==> src/rtl/uart_tx_arbiter.sv <==
// Round-robin arbiter sharing one 32-bit UART transmitter among NREQ level requesters.
// Optional WAIT_DONE watchdog and tx_err port are enabled by defining UART_ARB_TIMEOUT_EN.
module uart_tx_arbiter #(
  parameter int NREQ      = 4,
  parameter int BUSY_WAIT = 16
`ifdef UART_ARB_TIMEOUT_EN
  , parameter int TIMEOUT = 2**20
`endif
) (
  input  logic                 clk,
  input  logic                 reset,
  input  logic [NREQ-1:0]      req,
  input  logic [32*NREQ-1:0]   req_data,
  output logic [NREQ-1:0]      grant,
  output logic [NREQ-1:0]      ack,
  output logic                 busy,
  output logic [31:0]          tx_dato,
  output logic                 tx_start,
`ifdef UART_ARB_TIMEOUT_EN
  output logic                 tx_err,
`endif
  input  logic                 tx_listo
);

  localparam int PW = (NREQ > 1) ? $clog2(NREQ) : 1;
`ifdef UART_ARB_TIMEOUT_EN
  localparam int CNT_MAX = (TIMEOUT > BUSY_WAIT) ? TIMEOUT : BUSY_WAIT;
`else
  localparam int CNT_MAX = BUSY_WAIT;
`endif
  localparam int CW = $clog2(CNT_MAX + 1);

  typedef enum logic [2:0] {IDLE, START, WAIT_BUSY, WAIT_DONE, ACK} state_e;

  state_e          state_q, state_d;
  logic [PW-1:0]   ptr_q, ptr_d, win_q, win_d, pick;
  logic            found;
  logic [NREQ-1:0] grant_q, grant_d;
  logic [31:0]     dato_q, dato_d;
  logic [CW-1:0]   cnt_q, cnt_d;
  logic [31:0]     slot [NREQ];
`ifdef UART_ARB_TIMEOUT_EN
  logic            err_q, err_d;
`endif

  for (genvar g = 0; g < NREQ; g++) begin : g_slot
    assign slot[g] = req_data[32*g +: 32];
  end

  // Scan from the highest offset down so the request nearest ptr wins.
  always_comb begin
    pick  = '0;
    found = 1'b0;
    for (int i = NREQ-1; i >= 0; i--) begin
      if (req[PW'((int'(ptr_q) + i) % NREQ)]) begin
        pick  = PW'((int'(ptr_q) + i) % NREQ);
        found = 1'b1;
      end
    end
  end

  always_comb begin
    state_d = state_q;
    ptr_d   = ptr_q;
    win_d   = win_q;
    grant_d = grant_q;
    dato_d  = dato_q;
    cnt_d   = cnt_q;
`ifdef UART_ARB_TIMEOUT_EN
    err_d   = err_q;
`endif
    case (state_q)
      IDLE: begin
        if (found && tx_listo) begin
          win_d   = pick;
          grant_d = NREQ'(1) << pick;
          dato_d  = slot[pick];
          state_d = START;
        end
      end
      START: begin
        cnt_d   = '0;
        state_d = WAIT_BUSY;
      end
      WAIT_BUSY: begin
        if (!tx_listo) begin
          cnt_d   = '0;
          state_d = WAIT_DONE;
        end else if (cnt_q == CW'(BUSY_WAIT - 1)) begin
          // Transmitter never went busy: the start pulse was missed, re-issue it.
          cnt_d   = '0;
          state_d = START;
        end else begin
          cnt_d = cnt_q + 1'b1;
        end
      end
      WAIT_DONE: begin
`ifdef UART_ARB_TIMEOUT_EN
        err_d = 1'b0;
`endif
        if (tx_listo) begin
          grant_d = '0;
          state_d = ACK;
        end
`ifdef UART_ARB_TIMEOUT_EN
        else if (cnt_q == CW'(TIMEOUT - 1)) begin
          grant_d = '0;
          err_d   = 1'b1;
          state_d = ACK;
        end else begin
          cnt_d = cnt_q + 1'b1;
        end
`endif
      end
      ACK: begin
        ptr_d   = (win_q == PW'(NREQ - 1)) ? '0 : win_q + 1'b1;
        state_d = IDLE;
      end
      default: state_d = IDLE;
    endcase
  end

  always_ff @(posedge clk or posedge reset) begin
    if (reset) begin
      state_q <= IDLE;
      ptr_q   <= '0;
      win_q   <= '0;
      grant_q <= '0;
      dato_q  <= '0;
      cnt_q   <= '0;
`ifdef UART_ARB_TIMEOUT_EN
      err_q   <= 1'b0;
`endif
    end else begin
      state_q <= state_d;
      ptr_q   <= ptr_d;
      win_q   <= win_d;
      grant_q <= grant_d;
      dato_q  <= dato_d;
      cnt_q   <= cnt_d;
`ifdef UART_ARB_TIMEOUT_EN
      err_q   <= err_d;
`endif
    end
  end

  assign grant    = grant_q;
  assign tx_dato  = dato_q;
  assign busy     = (state_q != IDLE);
  assign tx_start = (state_q == START);
  assign ack      = (state_q == ACK) ? (NREQ'(1) << win_q) : '0;
`ifdef UART_ARB_TIMEOUT_EN
  assign tx_err   = (state_q == ACK) && err_q;
`endif

endmodule

==> config.mk <==
export PLATFORM = sky130hd
export DESIGN_NAME = uart_tx_arbiter
export DESIGN_NICKNAME = d
export VERILOG_FILES = /design/src/rtl/uart_tx_arbiter.sv
export SDC_FILE = /design/constraint.sdc
export NUM_CORES = 1
export LEC_CHECK = 0
export BUFFER_PORTS_ARGS = -buffer_cell sky130_fd_sc_hd__clkbuf_2
export CAP_MARGIN = 0
export CORE_MARGIN = 2
export CORE_UTILIZATION = 35
export CTS_CLUSTER_DIAMETER = 200
export DETAILED_ROUTE_END_ITERATION = 10
export GPL_ROUTABILITY_DRIVEN = 0
export GPL_TIMING_DRIVEN = 0
export HOLD_SLACK_MARGIN = 0.08
export PLACE_DENSITY = 0.72
export SYNTH_ARGS = -nofsm -noshare
export SYNTH_HDL_FRONTEND = slang
export SYNTH_SLANG_ARGS = --single-unit
==> constraint.sdc <==
create_clock -name clk -period 2.05 [get_ports clk]
set_input_delay 0.205 -clock clk [delete_from_list [all_inputs] [get_ports clk]]
set_output_delay 0.205 -clock clk [all_outputs]
set_load 0.05 [all_outputs]
## After elaboration in Yosys (flattened, before gate mapping)

Cells that the tools add are included.

- Output and inout port bits: 42
- Logic and storage cells: 72
- Bits of input ports: 135
- Register bits: 48

- Order comparisons: 5
- Equality and inequality tests: 9
- Muxes and demuxes: 36
- Reduce and logical (&&, ||, !) cells: 8
- Add/subtract/negate cells: 5
- Shift operators: 2
- Bitwise operators: 1

Operators with widths:

| kind | number |
|---|---|
| 32-bit binary-select mux with 2-bit select | 1 |
| 32-bit two-way mux | 2 |
| 2-bit by 4-bit less-than comparator with 1-bit output (second input constant) | 4 |
| 1-bit two-way mux | 12 |
| 3-bit two-way mux | 4 |
| 4-bit two-way mux | 3 |
| 3-bit case mux with 4 select lines | 1 |
| 2-bit two-way mux | 5 |
| 5-bit two-way mux | 2 |
| 5-bit case mux with 2 select lines | 1 |
| 1-bit binary-select mux with 2-bit select | 4 |
| 4-bit case mux with 2 select lines | 1 |
| 1-bit by 2-bit << shifter with 4-bit output (first input constant) | 2 |
| 3-bit by 2-bit equality test with 1-bit output (second input constant) | 2 |
| 3-bit AND reduction | 2 |
| 5-bit by 1-bit adder with 5-bit output (second input constant) | 1 |
| 5-bit by 4-bit equality test with 1-bit output (second input constant) | 1 |
| 2-bit by 1-bit adder with 2-bit output (second input constant) | 2 |
| 2-bit adder (second input constant) | 2 |
| 2-bit inequality test (second input constant) | 2 |
| 2-bit nonzero test | 2 |
| 3-bit by 1-bit equality test with 1-bit output (second input constant) | 1 |
| 3-bit equality test (second input constant) | 1 |
| 3-bit >= comparator (second input constant) | 1 |
| other kinds (7) | 7 |

## Logic depth before layout (Yosys ltp)

- Depth in word-level cells: 12
- Gate-level depth with buffers: 8
- Mapped depth without buffers: 5

## Worst setup path before layout

OpenSTA, ideal clock, no wires.

- Path kind: register to output
- Start: register state_q[0]
- End: output tx_start
- Path slack: 441 ps
- Required time: 1,845 ps
- Stages on the path, launching flop included: 4
- Arrival time: 1,404 ps
- Path buffers: 1
- Cell sequence: dfrtp_1 > clkbuf_1 > nand2b_1 > nor2_1

- Word-level cells in the longest chain between the ends: 1

RTL lines:

| element | RTL line | text |
|---|---|---|
| start: declaration | 35 | `state_e state_q, state_d;` |
| start signal: assignment | 135 | `state_q <= state_d;` |
| 3-bit by 1-bit equality test with 1-bit output | 150 | `assign tx_start = (state_q == START);` |
| end: declaration | 18 | `output logic tx_start,` |

No other way between the ends.

## Final worst setup path

- Start: register state_q[1]
- End: register dato_q[0] (netlist: tx_dato[0])

- Word-level cells in the longest chain between the ends: 2

RTL lines:

| element | RTL line | text |
|---|---|---|
| 3-bit zero test | 72 | `case (state_q)` |
| 2-bit AND reduction (no line) | -- |  |
| end signal: assignment | 139 | `dato_q <= dato_d;` |
| end: declaration | 39 | `logic [31:0] dato_q, dato_d;` |

No other way between the ends.
A chain may end at the register's enable or synchronous reset.

==> impl_metrics.yaml <==
cts:
  cts_tree: "yes"
  post_cts_buffers: 0
  root_buffer: "clkbuf_8"
  clockBufferDepth: 2
  clock_latency_ps: 310
  ctsHtreeMaxLevel: 2
  numCtsBuffers: 5
  clkTransAtPathRegs_ps: 100
  clock_sinks: 48
worst_setup_path:
  critPathMaxStageDelay_ps: 370
  end_kind: "flop"
  critPathBufInv: 3
  critPathMostFrequentCell: "buf_6"
  r2r_end: "tx_dato[0]"
  endpoint: "tx_dato[0]"
  required_ps: 2230
  reg2reg_slack_ps: 160
  critPathLaunchType: "flop"
  crit_type: "flop to flop"
  rr_startpoint: "state_q[1]"
  reg2reg_depth: 8
  crit_start: "state_q[1]"
  path_depth: 8
  cpLargestDelayFamily: "compound AO/OA/AOI/OAI gates"
  critPathSlowestCell: "dfrtp_1"
  crit_arrival_ps: 2070
  cp_cell_sequence: "buf_2 > nor2_4 > nand2_1 > or2_1 > buf_6 > buf_6 > a221oi_1 > a31oi_1"
  cp_max_fo: 10
sta:
  setup_viol: 0
  finalSetupTns_ps: 0
  relSlewSlack_pct: 66.6
  fin_skew_ps: 9.19
  hold_viol_final: 0
  drv_slew: 0
  period_share_pct: 92.3
  holdWs_ps: 132
  post-route-min-period_ps: 1890
  max_freq_mhz: 528
  worst_pin_slew_ps: 501
  rsz0062_at_grt: "false"
power_and_ir_drop:
  peakVddDrop_v: 0.000805
  clkPwrFrac_pct: 8.8
  p_comb_share_pct: 65.8
  power_w: 0.00652
  p_int_w: 0.00288
  leakagePower_nw: 2.05
  p_switching_w: 0.00364
  powerDensity_nw_per_um2: 1540
  seqPwrFrac_pct: 25.4
  switching_share_pct: 55.9
floorplan:
  die_w_um: 98.2
  die_h_um: 98.2
  rows: 34
  dieArea_um2: 9650
  core-area_um2: 8680
  initial_utilization_pct: 35.8
  io_pins: 177
place:
  hpwl_mm: 8.53
  portBuffers: 172
  dpl.cell_count: 626
  dpl_cell_area_um2: 4120
global_routing:
  grt_pass1_vias: 3464
  grt.total_usage_pct: 22.5
  grt_pass1_wl_mm: 17.5
  antenna_found_initial: 0
  grt_max_degree: 38
  grt-ovfl-total: 0
logic_synthesis:
  avgSynthCellArea_um2: 9.01
  ys_warn_count: 0
  ys_async_sr_fraction_pct: 100
  synthMostInstantiatedCell: "nand3_1"
  ys_top_cells_by_area: "dfrtp_1 (39%), nand3_1 (11%), a221oi_1 (6.5%)"
  ys_seq_area_share_pct: 38.7
  ys_types: 43
  synth_seq_cells: 48
  netlist_instances: 345
  synth.net_count: 485
  yosysTopAreaCell: "dfrtp_1"
  ys.flop_type: "dfrtp_1"
  synth_edf_count: 0
  synthesis.area_um2: 3110
  synth_top_area_share_pct: 38.7
  synth_commonest_cells: "nand3_1 (68), dfrtp_1 (48), nor2_1 (41)"
finish:
  layout.nets: 666
  num_antenna_cells: 0
  syn2layout_area_growth_pct: 35.9
  drive_above_1_share_pct: 45.2
  fin_cells: 635
  fin_area_um2: 4220
routing:
  num_vias: 3581
  via_per_inst: 5.64
  ant_nets: 0
  postRouteWirelength_mm: 11.1
  firstDrtPassIters: 5
  detail_route.wl_per_cell_um: 17.5
  drc_errors: 0
  drt_iter0_markers: 168
run_status:
  status: "finished, final reports clean"
flow_run:
  cap_violations: 0
hold_path:
  hp-class: "input pin to flop"
[state kept, by name (all words and copies together) (netlist names)]
name     flops
tx_dato     32
cnt_q        5
grant        4
state_q      3
ptr_q        2
win_q        2
[cell type report]
| cell class | instances | area, um2 |
|---|---|---|
| fillers | 858 | 4460 |
| multi-input cells | 254 | 1620 |
| flip-flops and latches | 48 | 1200 |
| repair buffers | 174 | 891 |
| plain buffers | 36 | 259 |
| well taps | 108 | 135 |
| clock buffers | 5 | 68.8 |
| inverters | 7 | 26.3 |
| clock inverters | 3 | 18.8 |
[power groups by stage]
stage / Clock [W] / Combinational, W / Sequential, W
2_1_floorplan: 0 / 0.00194 / 0.00286
3_3_place_gp: 0 / 0.00420 / 0.00165
3_5_place_dp: 0 / 0.00428 / 0.00167
4_1_cts: 0.000591 / 0.00428 / 0.00165
5_1_grt: 0.000619 / 0.00458 / 0.00170
6_report: 0.000573 / 0.00429 / 0.00165
[through the flow]
step | utilization [%] | worst slack (ps)
6_report | 48.7 | 157
5_1_grt | 48.7 | 19.5
4_1_cts | 48.6 | 168
3_5_place_dp | 47.5 | 201
3_3_place_gp | 47.3 | 17.1
2_1_floorplan | - | 441
[repair_timing]
action                                  CTS  global route
hold endpoints to repair                 11             0
gates resized for setup                   0             5
endpoints found under the setup margin    0            13
hold buffers                              1             0
[tightest hold or removal path, stage by stage]
cell and delay [ps]:
clkbuf_2 80, nand3_1 50, a31oi_1 60
[cell families after synthesis]
| group | synth area share (%) |
|---|---|
| AND/OR/NAND/NOR | 23.6 |
| AO/OA/AOI/OAI | 25.9 |
| flip-flops | 38.7 |
| buffers and inverters | 9.10 |
| adder cells (fa/ha/maj) | 2.01 |
| multiplexers | 0.685 |
[per-layer routing]
layer,vias up,global-route usage (%),share of wire (%)
met3,17,3.29,8.1
met2,181,38.7,49
met4,0,6.64,1.9
met1,1717,29.4,41
met5,-,0,0
li1,1666,-,-
[worst min-delay path by stage]
stage          cells past startpoint  slack (ps)         start           to
2_1_floorplan                      2         350      tx_listo   state_q[0]
3_3_place_gp                       3         450  req_data[16]  tx_dato[16]
3_5_place_dp                       2         150         reset  tx_dato[27]
4_1_cts                            3         130  req_data[65]   tx_dato[1]
5_1_grt                            3         140  req_data[77]  tx_dato[13]
6_report                           3         130  req_data[65]   tx_dato[1]
[cell usage in the layout, fill, tap and decap left out, types with 3 or more instances in the layout]
cell type    n
dfrtp_1     48
a21oi_1      9
inv_1        5
and3_1       5
clkbuf_1     3
nand3_1     68
buf_2       13
ha_1         5
buf_6       11
clkbuf_8     5
nor3_1       5
a31oi_1     32
nand2b_1     4
nor2_1      41
buf_4        6
a22o_1       4
a221oi_1    23
a221oi_2     9
nand2_1     12
o21ai_0      9
clkbuf_2   174
(Power assumes the default switching activity.)
